`src/rtl/traffic_pkg.sv`:
```
// traffic_pkg: shared definitions for the intersection scheduler.
//   - state_e   : 3-bit phase codes, also driven out on the phase port
//   - LAMP_*    : lamp head encoding shared with the light-head FSM
//   - lamp_of() : Moore lamp decode for one street
package traffic_pkg;

  typedef enum logic [2:0] {
    A_GRN = 3'd0,
    A_YEL = 3'd1,
    RED_A = 3'd2,
    B_GRN = 3'd3,
    B_YEL = 3'd4,
    RED_B = 3'd5,
    WALK  = 3'd6,
    RED_W = 3'd7
  } state_e;

  localparam logic [1:0] LAMP_GRN = 2'b00;
  localparam logic [1:0] LAMP_YEL = 2'b01;
  localparam logic [1:0] LAMP_RED = 2'b10;

  // A street is green only in its own green state, yellow only in its own
  // yellow state, and red everywhere else (including all clearance phases).
  function automatic logic [1:0] lamp_of(state_e s, state_e grn, state_e yel);
    if (s == grn) return LAMP_GRN;
    if (s == yel) return LAMP_YEL;
    return LAMP_RED;
  endfunction

endpackage

```
`src/rtl/dwell_timer.sv`:
```
// dwell_timer: tick-driven dwell counter for the scheduler phases.
// Ports:
//   clk, rst     clock, asynchronous active-low reset
//   tick         advance the count by one
//   clear        force count to 0 (state change); wins over tick
//   sat_en       hold the count once it reaches sat_lim
//   sat_lim      saturation value
//   done_n       compare value; done = (count == done_n)
//   count        current dwell count
//   done         count equals done_n
module dwell_timer
  import traffic_pkg::*;
#(
  parameter int CNT_W = 8
) (
  input  logic             clk,
  input  logic             rst,
  input  logic             tick,
  input  logic             clear,
  input  logic             sat_en,
  input  logic [CNT_W-1:0] sat_lim,
  input  logic [CNT_W-1:0] done_n,
  output logic [CNT_W-1:0] count,
  output logic             done
);

  logic [CNT_W-1:0] count_d, count_q;

  always_comb begin
    count_d = count_q;
    if (clear) begin
      count_d = '0;
    end else if (tick) begin
      if (!(sat_en && (count_q >= sat_lim))) begin
        count_d = count_q + 1'b1;
      end
    end
  end

  always_ff @(posedge clk or negedge rst) begin
    if (!rst) begin
      count_q <= '0;
    end else begin
      count_q <= count_d;
    end
  end

  assign count = count_q;
  assign done  = (count_q == done_n);

endmodule

```
`src/rtl/traffic_sched.sv`:
```
// traffic_sched: timed, demand-driven scheduler for two crossing streets
// (A, B) plus a shared pedestrian crossing.
// Ports:
//   clk       clock, rising edge
//   rst       asynchronous active-low reset
//   tick      one-cycle timebase enable; all dwells count ticks
//   TA, TB    traffic present on street A / B
//   ped_req   pedestrian button (level or pulse)
//   LA, LB    lamp heads (00 green, 01 yellow, 10 red)
//   walk      walk signal lit
//   ped_ack   one-cycle pulse on the first cycle of WALK
//   phase     current state code
module traffic_sched
  import traffic_pkg::*;
#(
  parameter int MIN_GREEN = 3,
  parameter int MAX_GREEN = 6,
  parameter int YELLOW_T  = 2,
  parameter int ALLRED_T  = 1,
  parameter int WALK_T    = 4,
  parameter int CNT_W     = 8
) (
  input  logic       clk,
  input  logic       rst,
  input  logic       tick,
  input  logic       TA,
  input  logic       TB,
  input  logic       ped_req,
  output logic [1:0] LA,
  output logic [1:0] LB,
  output logic       walk,
  output logic       ped_ack,
  output logic [2:0] phase
);

  // Dwell limits expressed as the last timer value of each phase.
  localparam logic [CNT_W-1:0] MIN_M1  = CNT_W'(MIN_GREEN - 1);
  localparam logic [CNT_W-1:0] MAX_M1  = CNT_W'(MAX_GREEN - 1);
  localparam logic [CNT_W-1:0] YEL_M1  = CNT_W'(YELLOW_T - 1);
  localparam logic [CNT_W-1:0] AR_M1   = CNT_W'(ALLRED_T - 1);
  localparam logic [CNT_W-1:0] WALK_M1 = CNT_W'(WALK_T - 1);

  state_e           state_d, state_q;
  logic             ped_pending_d, ped_pending_q;
  logic             next_b_d, next_b_q;
  logic             ped_ack_d, ped_ack_q;

  logic [CNT_W-1:0] timer;
  logic [CNT_W-1:0] done_n;
  logic             done;
  logic             is_green;
  logic             min_ok;
  logic             state_chg;
  logic             enter_walk;

  // Compare value for the current phase; greens compare against the
  // max-green point so done doubles as the "green expired" flag.
  always_comb begin
    done_n   = AR_M1;
    is_green = 1'b0;
    case (state_q)
      A_GRN, B_GRN: begin
        done_n   = MAX_M1;
        is_green = 1'b1;
      end
      A_YEL, B_YEL: done_n = YEL_M1;
      WALK:         done_n = WALK_M1;
      default:      done_n = AR_M1;
    endcase
  end

  assign min_ok = (timer >= MIN_M1);

  // Next-state logic; nothing moves unless tick is high.
  always_comb begin
    state_d  = state_q;
    next_b_d = next_b_q;
    if (tick) begin
      case (state_q)
        A_GRN: if (min_ok && (TB || ped_pending_q) && (!TA || done)) state_d = A_YEL;
        A_YEL: if (done) state_d = RED_A;
        RED_A: begin
          if (done) begin
            if (ped_pending_q) begin
              state_d  = WALK;
              next_b_d = 1'b1;
            end else begin
              state_d = B_GRN;
            end
          end
        end
        B_GRN: if (min_ok && (TA || ped_pending_q) && (!TB || done)) state_d = B_YEL;
        B_YEL: if (done) state_d = RED_B;
        RED_B: begin
          if (done) begin
            if (ped_pending_q) begin
              state_d  = WALK;
              next_b_d = 1'b0;
            end else begin
              state_d = A_GRN;
            end
          end
        end
        WALK:  if (done) state_d = RED_W;
        RED_W: if (done) state_d = next_b_q ? B_GRN : A_GRN;
        default: state_d = A_GRN;
      endcase
    end
  end

  assign state_chg  = (state_d != state_q);
  assign enter_walk = (state_d == WALK) && (state_q != WALK);

  // Entry into WALK consumes the request; a press on the same edge as a
  // red-exit decision that does not enter WALK is kept for the next chance.
  always_comb begin
    ped_pending_d = ped_pending_q;
    if (enter_walk) begin
      ped_pending_d = 1'b0;
    end else if (ped_req && (state_q != WALK)) begin
      ped_pending_d = 1'b1;
    end
    ped_ack_d = enter_walk;
  end

  dwell_timer #(
    .CNT_W (CNT_W)
  ) u_timer (
    .clk     (clk),
    .rst     (rst),
    .tick    (tick),
    .clear   (state_chg),
    .sat_en  (is_green),
    .sat_lim (MAX_M1),
    .done_n  (done_n),
    .count   (timer),
    .done    (done)
  );

  // State and control registers
  always_ff @(posedge clk or negedge rst) begin
    if (!rst) begin
      state_q       <= A_GRN;
      ped_pending_q <= 1'b0;
      next_b_q      <= 1'b0;
      ped_ack_q     <= 1'b0;
    end else begin
      state_q       <= state_d;
      ped_pending_q <= ped_pending_d;
      next_b_q      <= next_b_d;
      ped_ack_q     <= ped_ack_d;
    end
  end

  // Moore output decode
  assign LA      = lamp_of(state_q, A_GRN, A_YEL);
  assign LB      = lamp_of(state_q, B_GRN, B_YEL);
  assign walk    = (state_q == WALK);
  assign ped_ack = ped_ack_q;
  assign phase   = state_q;

endmodule

```
`config.mk`:
```
export PLATFORM = sky130hd
export DESIGN_NAME = traffic_sched
export DESIGN_NICKNAME = d
export VERILOG_FILES = /design/src/rtl/traffic_pkg.sv /design/src/rtl/dwell_timer.sv /design/src/rtl/traffic_sched.sv
export SDC_FILE = /design/constraint.sdc
export NUM_CORES = 1
export LEC_CHECK = 0
export CAP_MARGIN = 30
export CELL_PAD_IN_SITES_DETAIL_PLACEMENT = 0
export CELL_PAD_IN_SITES_GLOBAL_PLACEMENT = 1
export CORE_MARGIN = 1
export CORE_UTILIZATION = 44
export DETAILED_ROUTE_END_ITERATION = 7
export PLACE_DENSITY = 0.93
export SYNTH_ARGS = -nofsm -noshare
export SYNTH_HDL_FRONTEND = slang
export SYNTH_SLANG_ARGS = --single-unit
export TNS_END_PERCENT = 5
```
`constraint.sdc`:
```
create_clock -name clk -period 4.07 [get_ports clk]
set_clock_uncertainty 0.2 [all_clocks]
set_input_delay 0.814 -clock clk [delete_from_list [all_inputs] [get_ports clk]]
set_output_delay 0.814 -clock clk [all_outputs]
set_load 0.01 [all_outputs]
```
Word-level counts from Yosys, hierarchy flattened:

Cells that the tools add are included.

* register bits after elaboration: 14

* add/sub/neg operators: 1
* magnitude comparators: 2
* equal/unequal tests: 16
* muxes and demuxes: 39
* reduce and logical (&&, ||, !) cells: 21

Operators with widths (number)
* 2-to-1 mux 3 bit: 11
* 2-to-1 mux 8 bit: 3
* case mux 3 bit (8 select lines): 1
* 2-to-1 mux 2 bit: 9
* == test 3 bit, second input constant: 5
* 2-to-1 mux 1 bit: 13
* inequality test 2 bit, second input constant: 5
* case mux 3 bit (3 select lines): 1
* adder 8 x 1 -> 8 bit, second input constant: 1
* == test 8 x 3 -> 1 bit: 1
* greater-or-equal comparator 8 x 2 -> 1 bit, second input constant: 1
* greater-or-equal comparator 8 x 3 -> 1 bit, second input constant: 1
* logical AND 1 bit: 7
* == test 3 x 2 -> 1 bit, second input constant: 2
* AND reduction 6 bit: 1
* nonzero test 2 bit: 3
* logical OR 1 bit: 4
* OR reduction 2 bit: 2
* == test 3 x 1 -> 1 bit, second input constant: 1
* logical NOT 3 bit: 1
* inequality test 3 bit: 1
* inequality test 3 bit, second input constant: 1
* logical NOT 1 bit: 2
* case mux 1 bit (2 select lines): 1
* AND reduction 2 bit: 1

Logic depth before layout (Yosys ltp):

* depth in word-level cells: 12
* mapped depth: 9
* depth with buffers taken out: 8

Modules after synthesis:

From an unflattened synthesis, not the netlist that was laid out.

* cell total of the unflattened synthesis: 149
* area total of the unflattened synthesis: 1276.2 µm²

Modules (own cells, without submodules)
* dwell_timer: instances 1, cells an instance 80, area an instance 726.9 µm², seq. area each 200.2 µm²
* traffic_sched: instances 1, cells an instance 69, area an instance 549.3 µm², seq. area each 150.1 µm²

Worst setup path before layout:

OpenSTA, ideal clock, no wires.

* kind: reg2reg
* start point: register u_timer.count_q[7] (netlist: u_timer.count[7])
* end point: register u_timer.count_q[0] (netlist: u_timer.count[0])
* setup time: 0.129 ns
* arrival: 2.348 ns
* data required time: 3.741 ns
* slack: 1.393 ns
* stages on the path, launching flop included: 9
* path buffers: 2
* cell sequence: dfrtp_1 or4_1 buf_2 or2_0 buf_2 or4_4 a21oi_2 a2bb2oi_4 nor3_1

* longest elaborated chain between the ends: 9
* elaborated cells between the ends (all ways): 25
* those cells by class: 2 x order compare; 3 x eq/ne; 11 x mux; 9 x reduce/logical

RTL lines
* start, declared: line dwell_timer.sv:27 `logic [CNT_W-1:0] count_d, count_q;`
* start signal, assigned: line dwell_timer.sv:44 `count_q <= count_d;`
* greater-or-equal comparator 8 x 2 -> 1 bit or == test 8 x 3 -> 1 bit (tied branches): line traffic_sched.sv:72, dwell_timer.sv:49
* logical AND 1 bit (tied with other cells): line traffic_sched.sv:92 `B_GRN: if (min_ok && (TA || ped_pending_q) && (!TB || done)) state_d = B_YEL;`
* logical AND 1 bit, on equally long branches: line traffic_sched.sv:92, traffic_sched.sv:80
* 2-to-1 mux 3 bit, on equally long branches: line traffic_sched.sv:92, traffic_sched.sv:80
* case mux 3 bit (8 select lines): line traffic_sched.sv:79 `case (state_q)`
* 2-to-1 mux 3 bit: line traffic_sched.sv:78 `if (tick) begin`
* inequality test 3 bit: line traffic_sched.sv:111 `assign state_chg = (state_d != state_q);`
* inequality test 2 bit (no source line) or nonzero test 2 bit (tied branches)
* AND reduction 2 bit (no source line)

Several ways; a longest one is shown, not always the timed one.
A chain may end at the register's enable or synchronous reset.

Final worst setup path:

* start point: register state_q[1] (netlist: phase[1])
* end point: output port LA[1]

* longest elaborated chain between the ends: 5
* elaborated cells between the ends (all ways): 8
* those cells by class: 1 x eq/ne; 6 x mux; 1 x reduce/logical

RTL lines
* start, declared: line traffic_sched.sv:43 `state_e state_d, state_q;`
* start signal, assigned: line traffic_sched.sv:148 `state_q <= state_d;`
* == test 3 x 1 -> 1 bit: line traffic_pkg.sv:26 `if (s == yel) return LAMP_YEL;`
* 2-to-1 mux 1 bit (2 in a row): line traffic_pkg.sv:26
* 2-to-1 mux 2 bit: line traffic_pkg.sv:27 `return LAMP_RED;`
* 2-to-1 mux 2 bit (*): line traffic_pkg.sv:26
* end, declared: line traffic_sched.sv:29 `output logic [1:0] LA,`

Mark *: on every way between the ends. The rest lies on a longest branch, timed or not. The select of a mux whose other input is x is not followed.

==> results.toml <==
[timing]
finalSetupViolCount = 0
hold_viol = 0
relSlewSlack = 0.5490
min_period_ns = 3.089
max_freq_ghz = 0.3237
worst_slew_pin_slew_ns = 0.6765
fin_tns_setup_ns = 0
period_share = 0.7590
slew_viol_final = 0
rsz0062_at_grt = "no"

[routing]
postRouteAntennaNets = 0
met3RoutedLength_um = 243
route.detailed.drc = 0
drt-met1-wl_um = 1495
drt-total-wl_um = 3308
firstDrtPassIters = 5
met2_length_um = 1569
highest_layer = "met3"
via_per_inst = 6.503
avgRoutedWirePerCell_um = 17.14
num_vias = 1255
drtIter0Drc = 54

[worst_setup_path]
cp_slowest_cell = "dfrtp_1"
cpPeakStageDelay_ns = 0.78
arrival_ns = 2.08
endpoint_kind = "primary output"
crit_type = "reg2out"
worstPathRequired_ns = 3.06
crit_chain = "inv_1 > nand2_1 > clkdlybuf4s50_1"
crit_path_start_kind = "register"
cp_max_fo = 20

[floorplanning]
initial_core_util = 0.4636
io-pin-count = 15
chipHeight_um = 55.67
dieWidth_um = 55.67
core-area_mm2 = 0.002734
dieArea_mm2 = 0.003099
rows = 19

[logic_synthesis]
yosys-top-cells-count = "dfrtp_1 (14), nand2_1 (11), nor3_1 (11), clkbuf_1 (9), nor2_1 (9)"
synth_edf_count = 0
synth_area_leaders = "dfrtp_1 (28%), xor2_1 (5.5%), nor3_1 (4.3%)"
ys_types = 51
netlist.area_leader.share = 0.2764
synth_async_sr_flop_share = 1.000
ys_ff_latch = 14
syn_nets = 167
synth_area_per_cell_um2 = 8.073
synth_top_cell_by_area = "dfrtp_1"
synthCells = 157
ys_warn_count = 0
syn_area_mm2 = 0.001267
yosysMostFrequentCell = "dfrtp_1"
ys_seq_area_frac = 0.2764
ys.flop_type = "dfrtp_1"

[power]
switching_share = 0.5153
p_seq_frac = 0.273
clock_power_share = 0.069
power_density_mw_per_mm2 = 746.9
p_int_w = 0.0005164
p_sw_w = 0.0005490
p_leak_nw = 0.5711
combPwrFrac = 0.658
peakVddDrop_mv = 0.5095

[cts]
cts-resized-gates = 0
cts_setup_buffers = 0
cts_buffers = 3
worstSkewPairLatency_ns = 0.27
tritoncts = "yes"
hold_buffers = 0
ctsRootBufferMaster = "clkbuf_4"
h-tree-depth = 1
clock_tree.buffer_depth = 2
clk_pin_slew_ns = 0.08
cts.sinks = 14

[cells_and_area]
syn_to_final_growth_pct = 12.54
fin_util = 0.5217
layout.nets = 174
drive_above_1_share = 0.06173
antenna-diode-count = 0

[placement]
dp_hpwl_um = 2324
place.gp.congestion = 0.9126
numPortBuffers = 14

[status]
status = "complete, no violations"

[global_route]
antenna_found_initial = 0
grt_start_max_net_pins = 21
first_global_vias = 1123
grt_util_all_layers = 0.2228
grt_pass1_wl_um = 5533
grt_overflow = 0

[job]
drv_cap = 0

[hold_path]
hp-class = "reg2reg"
-- stage by stage --
step | hold slack [ns] | area, um2 | instances | power [W] | setup slack [ns]
2_1_floorplan | 0.2876 | 1267 | 157 | 0.0007628 | 1.393
6_report | 0.3633 | 1426 | 193 | 0.001065 | 0.9809
5_1_grt | 0.4250 | 1426 | 193 | 0.001143 | 0.9344
3_5_place_dp | 0.3509 | 1404 | 190 | 0.0009724 | 1.126
4_1_cts | 0.3735 | 1426 | 193 | 0.001053 | 1.069
3_3_place_gp | 0.3298 | 1404 | 190 | 0.0009667 | 1.158
-- final cells by class --
type                    count  area (um2)
clock buffers               3       22.52
fillers                   262        1308
inverters                   7       26.28
repair buffers             16       155.1
well taps                  31       38.79
flip-flops and latches     14       350.3
multi-input cells         122       833.3
-- final timing paths --
kind / startpoint / to / slack (ns) / depth (start not counted)
max: phase[1]$_DFF_PN0_ / LA[1] / 0.98 / 3
min: next_b_q$_DFFE_PN0P_ / next_b_q$_DFFE_PN0P_ / 0.36 / 2
max reg2reg: u_timer.count[6]$_DFFE_PN0P_ / u_timer.count[6]$_DFFE_PN0P_ / 1.10 / 6
min reg2reg: next_b_q$_DFFE_PN0P_ / next_b_q$_DFFE_PN0P_ / 0.36 / 2
max in group asynchronous: rst / u_timer.count[3]$_DFFE_PN0P_ / 2.54 / 1
min in group asynchronous: rst / next_b_q$_DFFE_PN0P_ / 0.73 / 1
-- power groups by stage --
stage | Clock [W] | Combinational [W] | Sequential [W]
finish | 0.0000735 | 0.000701 | 0.000291
global route | 0.0000812 | 0.000759 | 0.000303
CTS | 0.0000778 | 0.000689 | 0.000286
detailed placement | 0 | 0.000684 | 0.000289
global placement | 0 | 0.000679 | 0.000288
floorplan | 0 | 0.000551 | 0.000212
-- per-layer routing --
layer	vias up	GRT usage
met5	-	0
met4	0	0.07143
met3	0	0.04419
met2	60	0.3270
met1	600	0.3279
li1	595	-
-- critical path, delay by kind of cell, from the launching register on --
family / cells / cell delay, ns
buf+inv: 2 / 0.84
simple gates: 1 / 0.18
flops: 1 / 0.78
-- cells in the final DEF (no fill, tap or decap), types with 3 or more instances in the layout --
cell type	n
nand4_1	4
ha_1	4
clkbuf_4	3
a21oi_1	4
nand3_1	3
dfrtp_1	14
o21ai_0	4
nor3_1	11
or3_1	4
xor2_1	8
nand2b_1	3
xnor2_1	4
nor2_1	9
clkdlybuf4s50_1	14
nor2b_1	3
o311ai_0	3
a211oi_1	4
nand2_1	11
inv_1	7
and3_1	3
-- kinds of logic (layout without fill, tap and decap cells) --
family / after synthesis / count (layout) / synth area share
AND/OR/NAND/NOR: 67 / 67 / 0.2952
AO/OA/AOI/OAI: 39 / 39 / 0.2399
buffers and inverters: 21 / 26 / 0.06614
flip-flops: 14 / 14 / 0.2764
XOR/XNOR: 12 / 12 / 0.08292
adder cells (fa/ha/maj): 4 / 4 / 0.03949
-- registers in the layout (all words and copies together) (netlist names) --
signal,cells
ped_pending_q,1
ped_ack,1
u_timer.count,8
phase,3
next_b_q,1
(Power assumes the default switching activity.)
==> patch (same settings) <==
`CNT_W` is set to 8 in 2 places; all go to 12.
--- a/src/rtl/dwell_timer.sv
+++ b/src/rtl/dwell_timer.sv
@@ -13,3 +13,3 @@
 #(
-  parameter int CNT_W = 8
+  parameter int CNT_W = 12
 ) (
--- a/src/rtl/traffic_sched.sv
+++ b/src/rtl/traffic_sched.sv
@@ -20,3 +20,3 @@
   parameter int WALK_T    = 4,
-  parameter int CNT_W     = 8
+  parameter int CNT_W     = 12
 ) (
Function: same outputs for any inputs over 10 cycles, from zero or initial values and one cycle with rst low; that may be too few to reach the edited logic, so the function may still have changed.
==> patch against the original RTL <==
- the run now ends with DRC left
- setup slack got worse by 360 ps
- routed wire length fell by 11%
- register-to-register slack got worse by 480 ps
- non-clock buffer count did not move
- via count fell by 3.3%
- area after synthesis rose by 6.1%
- first-iteration DRC count fell by 7.4%
- critical endpoint is now u_timer.count[0]$_DFFE_PN0P_
- sequential cell count rose by 4
- clock power rose by 44%
- cell area rose by 7.5%
- maximum frequency fell by 11%
- power fell by 8.3%
==> patch: results (changes against the original RTL) <==
STA
* **Worst Max-Slew Pin Slew** 765 ps, +88.8 ps

Clock tree
* **Clock transition at path regs** 100 ps, +20 ps
* **Skew-Pair Late Insertion Delay** 290 ps, +20 ps

Pwr
* **Leakage Power** 0.703 nW, +23%
* **Peak supply drop** 0.296 mV, -42%
* **reported clock group power** 0.106 mW, +44%
* **Pint** 0.536 mW, +3.8%
* **part of the total power dissipated in sequential elements** 0.321, +0.048

Route
* **routed metal-1 wirelength** 1260 um, -16%
* **Routed WL per cell** 14.8 um, -14%
* **number of detailed-routing iterations run before antenna repair** 7, +2
* **number of violations reported at the end of detailed-routing iteration 0** 50, -7.4%
* **final routed DRC violation total** 1, +1
* **detailed-routed wire length on met3** 149 um, -39%

Synth
* **ranking of synthesized cells by instance count** sky130_fd_sc_hd__nor2_1 (19), sky130_fd_sc_hd__dfrtp_1 (18), sky130_fd_sc_hd__nand2_1 (13), sky130_fd_sc_hd__xor2_1 (11), sky130_fd_sc_hd__clkbuf_1 (8)
* **cells taking the most area after synthesis** sky130_fd_sc_hd__dfrtp_1 (33%), sky130_fd_sc_hd__xor2_1 (7.2%), sky130_fd_sc_hd__nor2_1 (5.3%)
* **top-count cell post-synth** sky130_fd_sc_hd__nor2_1
* **sequential-to-total area share from yosys stat** 0.335, +0.0585

Cells and area
* **nets** 179, +2.9%
* **Fillers** 242, -7.6%
* **flip-flop count of the largest register, all copies and words added** 12, +4

Status
* **violated checks** DRC
* **status** finished, violations left

Critical path
* **cell type of the slowest stage on the worst timing path** sky130_fd_sc_hd__or4_4
* **reg-to-reg startpoint** u_timer.count[8]$_DFFE_PN0P_
* **endpoint arrival time on the critical path** 3410 ps, +1330 ps
* **Max FO, Critical Path** 12, -40%
* **cells on worst reg2reg path** 8, +2
* **CP max stage delay** 540 ps, -240 ps
* **timing endpoint of the critical path** u_timer.count[0]$_DFFE_PN0P_

Placement
* **detailed-placement wirelength estimate** 2200 um, -5.4%
* **weighted congestion at the end of routability-driven global placement** 0.840, -8.0%
* **post-placement cell area** 1500 sq um, +6.7%

GRT
* **maximum number of pins on one net before global-route repair** 20, -4.8%
* **GR met3 Demand/Resource** 0.0272, -0.0170
* **met2 routing resource usage after global routing** 0.331, +0.00407
* **wire length of the first global-routing pass** 4910 um, -11%
* **Tot GR Track Use** 0.192, -0.0307
* **global routing met1 resource utilization** 0.240, -0.0877

==> patch: kinds of logic (layout without fill, tap and decap cells) <==
group	after synthesis	after routing	synth area share
and+or+nand+nor	78	78	0.324
AOI/OAI and AO/OA	24	24	0.138
DFF	18	18	0.335
buffers and inverters	16	27	0.0502
xor gates and xnor gates	15	15	0.0977
adders and majority gates	4	4	0.0372
muxes	2	2	0.0186
==> patch: worst min path at each step <==
stage                                       start                            end  slack, ps  depth (start not counted)
detailed placement  u_timer.count[11]$_DFFE_PN0P_  u_timer.count[11]$_DFFE_PN0P_        330                          2
finish              u_timer.count[11]$_DFFE_PN0P_  u_timer.count[11]$_DFFE_PN0P_        350                          2
global placement    u_timer.count[11]$_DFFE_PN0P_  u_timer.count[11]$_DFFE_PN0P_        320                          2
global route        u_timer.count[11]$_DFFE_PN0P_  u_timer.count[11]$_DFFE_PN0P_        410                          2
CTS                 u_timer.count[11]$_DFFE_PN0P_  u_timer.count[11]$_DFFE_PN0P_        360                          2
floorplan           u_timer.count[11]$_DFFE_PN0P_  u_timer.count[11]$_DFFE_PN0P_        300                          2
==> patch: through the flow <==
stage / instances / setup slack [ps] / hold WS [ps] / util
4_1_cts: 199 / 608 / 358 / 0.542
6_report: 199 / 617 / 353 / 0.542
2_1_floorplan: 157 / 890 / 297 / -
3_3_place_gp: 195 / 715 / 318 / 0.529
3_5_place_dp: 195 / 614 / 332 / 0.529
5_1_grt: 199 / 411 / 410 / 0.542
==> patch: area by class of cell <==
cell class,count,share of cell area
repair buffers,16,0.101
multi-input cells,123,0.539
well taps,31,0.0253
flip-flops and latches,18,0.294
inverters,7,0.0171
clock buffers,4,0.0237
